==> src/rtl/truth_table_sweeper.sv <==
// Sequential stimulus/capture wrapper around a 4-input combinational function.
// Walks {a,b,c,d} through all 16 vectors, samples f after a settle window,
// builds the truth table and scores it against an expected mask.
module truth_table_sweeper #(
    parameter logic [15:0] EXPECTED = 16'h87B6,
    parameter int unsigned SETTLE   = 2
) (
    input  logic        clk,
    input  logic        rst_n,
    input  logic        start,
    input  logic        abort,
    input  logic        f,
    output logic        a,
    output logic        b,
    output logic        c,
    output logic        d,
    output logic        busy,
    output logic        done,
    output logic [15:0] tt,
    output logic [4:0]  ones_cnt,
    output logic [4:0]  mism_cnt,
    output logic [3:0]  first_fail,
    output logic        pass
);

    localparam logic [7:0] SETTLE_W = 8'(SETTLE);

    typedef enum logic [1:0] {
        IDLE,
        RUN,
        DONE
    } state_t;

    state_t      state;
    logic [3:0]  idx;
    logic [7:0]  wait_cnt;
    logic        is_mism;

    // The driven vector is the index register itself, so it can never glitch.
    assign {a, b, c, d} = idx;

    // Compare the live sample against the expected bit for the current vector.
    assign is_mism = (f != EXPECTED[idx]);

    // Sweep controller: start/abort handling, settle counting and capture.
    always_ff @(posedge clk) begin
        if (!rst_n) begin
            state      <= IDLE;
            idx        <= 4'd0;
            wait_cnt   <= 8'd0;
            busy       <= 1'b0;
            done       <= 1'b0;
            pass       <= 1'b0;
            tt         <= 16'd0;
            ones_cnt   <= 5'd0;
            mism_cnt   <= 5'd0;
            first_fail <= 4'd0;
        end else begin
            case (state)
                IDLE, DONE: begin
                    if (abort) begin
                        state <= IDLE;
                        done  <= 1'b0;
                        pass  <= 1'b0;
                    end else if (start) begin
                        state      <= RUN;
                        idx        <= 4'd0;
                        wait_cnt   <= 8'd0;
                        busy       <= 1'b1;
                        done       <= 1'b0;
                        pass       <= 1'b0;
                        tt         <= 16'd0;
                        ones_cnt   <= 5'd0;
                        mism_cnt   <= 5'd0;
                        first_fail <= 4'd0;
                    end
                end

                RUN: begin
                    if (abort) begin
                        // Abort wins over a coincident sample; partial results stay visible.
                        state    <= IDLE;
                        idx      <= 4'd0;
                        wait_cnt <= 8'd0;
                        busy     <= 1'b0;
                        done     <= 1'b0;
                        pass     <= 1'b0;
                    end else if (wait_cnt < SETTLE_W) begin
                        wait_cnt <= wait_cnt + 8'd1;
                    end else begin
                        tt[idx]  <= f;
                        ones_cnt <= ones_cnt + {4'd0, f};
                        wait_cnt <= 8'd0;
                        if (is_mism) begin
                            mism_cnt <= mism_cnt + 5'd1;
                            if (mism_cnt == 5'd0) begin
                                first_fail <= idx;
                            end
                        end
                        if (idx != 4'hF) begin
                            idx <= idx + 4'd1;
                        end else begin
                            state <= DONE;
                            busy  <= 1'b0;
                            done  <= 1'b1;
                            pass  <= (mism_cnt == 5'd0) && !is_mism;
                        end
                    end
                end

                default: begin
                    state <= IDLE;
                end
            endcase
        end
    end

endmodule

==> config.mk <==
export PLATFORM = sky130hd
export DESIGN_NAME = truth_table_sweeper
export DESIGN_NICKNAME = d
export VERILOG_FILES = /design/src/rtl/truth_table_sweeper.sv
export SDC_FILE = /design/constraint.sdc
export NUM_CORES = 1
export LEC_CHECK = 0
export ABC_AREA = 1
export CAP_MARGIN = 20
export CELL_PAD_IN_SITES_DETAIL_PLACEMENT = 2
export CELL_PAD_IN_SITES_GLOBAL_PLACEMENT = 2
export CORE_MARGIN = 10
export CORE_UTILIZATION = 30
export DETAILED_ROUTE_END_ITERATION = 10
export PLACE_DENSITY_LB_ADDON = 0.1
export SLEW_MARGIN = 20
export SYNTH_ARGS = -nofsm -noshare
export SYNTH_HDL_FRONTEND = slang
export SYNTH_SLANG_ARGS = --single-unit
==> constraint.sdc <==
create_clock -name clk -period 3.3 [get_ports clk]
set_input_delay 0.495 -clock clk [delete_from_list [all_inputs] [get_ports clk]]
set_output_delay 0.495 -clock clk [all_outputs]
set_load 0.03 [all_outputs]
# Word-level counts from Yosys, hierarchy flattened

Memory sizes are Yosys's and may differ from the RTL's. A register that Yosys moved wholly into a read port is not among the register bits.
Cells that the tools add are included.

Register bits: 47
Bits in read-only memories: 16
Bits of input ports: 5
Output and inout bits: 37
Logic and storage cells: 105
Memories kept: 1

Add/subtract/negate cells: 4
Order comparisons: 3
Equality and inequality tests: 14
Mux-type cells: 58
Reduce and logical (&&, ||, !) cells: 15

Memories:

| memory           | words | width | rd ports | clocked after memory_dff | write ports | line | RTL |
|---|---|---|---|---|---|---|---|
| (name not given) | 16    | 1     | 1        | 1                        | 0           | 43   | `assign is_mism = (f != EXPECTED[idx]);` |

Operators by type and width:

| cell                                                                  | number |
|---|---|
| 16-bit 2-to-1 mux                                                     | 4 |
| 4-bit 2-to-1 mux                                                      | 11 |
| 5-bit 2-to-1 mux                                                      | 7 |
| 8-bit 2-to-1 mux                                                      | 4 |
| 16-bit case mux with 2 select lines                                   | 1 |
| 5-bit case mux with 2 select lines                                    | 2 |
| 16-bit bitwise mux                                                    | 1 |
| 4-bit case mux with 2 select lines                                    | 2 |
| 8-bit case mux with 2 select lines                                    | 1 |
| 1-bit 2-to-1 mux                                                      | 15 |
| 5-bit AND reduction                                                   | 3 |
| 2-bit inequality test (second input constant)                         | 6 |
| 3-bit inequality test (second input constant)                         | 4 |
| 2-bit 2-to-1 mux                                                      | 5 |
| 8-bit by 1-bit adder with 8-bit output (second input constant)        | 1 |
| 8-bit by 2-bit < comparator with 1-bit output (second input constant) | 1 |
| 7-bit AND reduction                                                   | 1 |
| 1-bit case mux with 2 select lines                                    | 3 |
| 3-bit AND reduction                                                   | 2 |
| 6-bit AND reduction                                                   | 1 |
| 5-bit by 1-bit adder with 5-bit output                                | 1 |
| 5-bit by 1-bit adder with 5-bit output (second input constant)        | 1 |
| 5-bit zero test                                                       | 1 |
| 4-bit by 5-bit < comparator with 1-bit output (second input constant) | 1 |
| other kinds (14)                                                      | 15 |

# Logic depth before layout (Yosys ltp)

Depth after elaboration: 9
Mapped depth: 13
Depth with buffers taken out: 13

# Least setup slack after synthesis

No wires, ideal clock.

Path kind: register to register
From: reg idx[0]
To: reg (tool-made name)
Library setup time: 113 ps
Data arrival time: 1,996 ps
Required time: 3,187 ps
Setup slack: 1,190 ps
Cell stages (with the launch flop): 13
Path buffers: 0
Period minus slack after synthesis: 2,110 ps
Path through: dfxtp_1 ha_1 nand3_1 nor2_1 nor2_4 nand2_4 nand2_1 a21oi_1 inv_1 ha_1 nand2_1 nand3_1 nand2_1

RTL lines:

| element                  | line | RTL |
|---|---|---|
| start: declaration       | 35   | `logic [3:0] idx;` |
| start signal: assignment | 101  | `idx <= idx + 4'd1;` |

==> summary.txt <==
Status
  – Status: complete, no violations

Worst hold path
  – HP Class: register to register

Finish
  – Area of the multi-input gates: 0.001318 sq mm
  – Nets: 374
  – Fill cell count: 957
  – Share of layout cells above drive strength 1: 9.777%
  – Layout area overhead: 23.92%
  – Final core occ: 37.80%
  – Register area: 960.9 sq um
  – Design area: 0.003059 sq mm
  – Diodes inserted: 0

Clocking
  – Reg clk slew, reported paths: 0.10 ns
  – Root buf cell: clkbuf_8
  – Post-CTS setup buffers: 0
  – Worst skew pair latency: 0.31 ns
  – Num CTS Buffers: 5
  – Max Buffers Root-to-Sink: 2
  – CTS Sinks: 48
  – CTS tree: done
  – Post_cts resized: 0
  – Cts hold-fix bufs: 0
  – Max H-tree Level: 2

GRT
  – Congestion Overflow GR: 0
  – Initial antenna violation count: 0
  – First-pass GRT wire length: 12,610 microns
  – Largest net degree at the start of global routing: 33
  – GR Util All Layers: 12.31%
  – Vias in the first global route: 2,395

Die
  – Core Footprint: 0.008093 sq mm
  – Ports: 42
  – Die area: 0.01226 sq mm
  – Starting Density: 30.50%
  – Die Width: 110.7 microns
  – Row cnt: 33
  – Die span in y: 110.7 microns

STA
  – Endpoints failing hold: 0
  – Setup TNS Final: 0 ns
  – F_max: 422.2 MHz
  – Slew Limit Headroom: 63.45%
  – Fin crit period: 2.369 ns
  – Clock skew: 0.008852 ns
  – Slew Limit Fails: 0
  – Final worst-path cycle share: 71.78%
  – RSZ-0062 raised after global routing: no
  – Worst slew pin tran: 0.5463 ns
  – Count of final setup violators: 0

Detailed routing
  – Final wirelength: 7747 microns
  – DRC viols: 0
  – WL per Instance: 16.73 microns
  – Drt pass-1 iters: 4
  – Vias per cell: 4.944
  – DR vias: 2,289
  – Starting DRC count in detailed routing: 60
  – Antenna Nets Post-Route: 0

Critical path
  – Critical Path AT: 2.59 ns
  – CP required: 3.52 ns
  – Element type at the critical path start: primary input
  – Crit Path Category: primary input to register
  – Worst-path fanout max: 9
  – CP Capture Type: register

Synth
  – Mapped Nets: 334
  – Synth top area cells: dfxtp_1 (39%), ha_1 (6.1%), nand2_1 (6.1%)
  – Post-synthesis sequential area ratio: 38.93%
  – Syn Area/Cell: 7.787 sq um
  – Top cell type's share of synthesized area: 38.93%
  – Synth cell types: 34
  – Synthesized flop and latch total: 48
  – Leading area contributor after synthesis: dfxtp_1
  – Synthesized instance count: 317
  – Synthesis Warnings: 0
  – Mapped Area: 0.002469 sq mm

Place
  – Port-buffer cells: 41
  – Placer Congestion: 0.7649
  – Placed Area: 0.002967 sq mm
  – Detailed Place HPWL: 5737 microns

Pwr
  – VDD IR max: 148.3 uV
  – Pwr dens: 387.9 mW/mm^2
  – Pleak: 1.202 nW
  – Total power: 1.187 mW

Run
  – Max cap viols: 0
[synth_stat cells]
cell type  instances
buf_4              1
nor3_1            17
nor2_2             2
o211ai_1           1
inv_1             27
a211oi_1           3
nand2_2            6
and3_1             3
a21oi_1           24
nand3b_1           1
nor3b_1            1
or2_2              1
nand2_1           40
nand2_8            1
buf_2              5
ha_1              12
a21boi_1           7
a21oi_2            1
o21ai_0           17
buf_6              2
nand2_4            5
nand3_2            1
nor2_4             3
a21boi_0           5
nand3_1           21
clkbuf_1           3
dfxtp_1           48
clkinv_1           3
xor2_1             3
inv_2              3
nand4_1           20
nand3_4            1
xnor2_1            1
nor2_1            28
[registers in the layout, indices dropped and copies added (netlist names), named ones only]
name and flops:
done 1, state 2, tt 16, busy 1, idx 4, pass 1, wait_cnt 8, ones_cnt 5
first_fail 4, mism_cnt 5
[layer usage]
layer / up-vias / wire [microns] / global-route usage [%]
met5: - / 0 / 0
met4: 0 / 74 / 2.865
met3: 5 / 389 / 3.463
met2: 39 / 3657 / 20.52
met1: 1097 / 3627 / 15.24
li1: 1148 / - / -
[worst paths after layout]
kind | start | end | slack [ns] | cells after the start
worst min-delay path | wait_cnt[4] | wait_cnt[4] | 0.45 | 2
worst max-delay path | abort | register | 0.93 | 14
worst max register to register | idx[3] | register | 1.00 | 10
worst min register to register | wait_cnt[4] | wait_cnt[4] | 0.45 | 2
[placed cells by master, fill, tap and decap left out, types with 5 or more instances in the layout]
master            n
a21boi_0          5
a21boi_1          7
a21oi_1          24
clkbuf_8          6
clkdlybuf4s50_1  41
dfxtp_1          48
ha_1             12
inv_1            27
nand2_1          40
nand2_2           6
nand2_4           5
nand3_1          21
nand4_1          20
nor2_1           28
nor3_1           17
o21ai_0          17
[stage by stage]
stage | worst slack, ns | hold slack (ns) | instances
2_1_floorplan | 1.190 | 0.4237 | 317
3_3_place_gp | 0.7119 | 0.4349 | 455
3_5_place_dp | 0.5848 | 0.4461 | 455
4_1_cts | 0.9215 | 0.4589 | 463
5_1_grt | 0.7362 | 0.4767 | 463
6_report | 0.9313 | 0.4533 | 463
[cell type report]
class	count	area share [%]
clock inverters	2	0.3272
repair buffers	44	14.15
clock buffers	6	2.699
inverters	33	4.049
flip-flops and latches	48	31.41
well taps	105	4.294
multi-input cells	225	43.07
[report_power, final]
group	total, mW	internal, mW	switching, mW
Combinational	0.201	0.0642	0.137
Sequential	0.609	0.594	0.0144
Clock	0.377	0.168	0.209
[kinds of logic after synthesis]
logic type / after synthesis / synth area share, %
buffers and inverters: 44 / 7.704
and+or+nand+nor: 151 / 32.34
xor gates and xnor gates: 4 / 1.419
AOI/OAI and AO/OA: 58 / 13.53
DFF: 48 / 38.93
adders and majority gates: 12 / 6.082
[critical path, cell delays in order]
cell             delay (ns)
clkdlybuf4s50_1        0.56
inv_1                  0.11
nand2_1                0.12
nand2_2                0.08
nand2_4                0.10
inv_2                  0.09
a21oi_2                0.19
inv_1                  0.08
a21oi_1                0.23
inv_1                  0.08
ha_1                   0.28
nand2_1                0.05
nand3_1                0.06
nand2_1                0.05
Note: power is estimated with default switching activity, not from simulation.
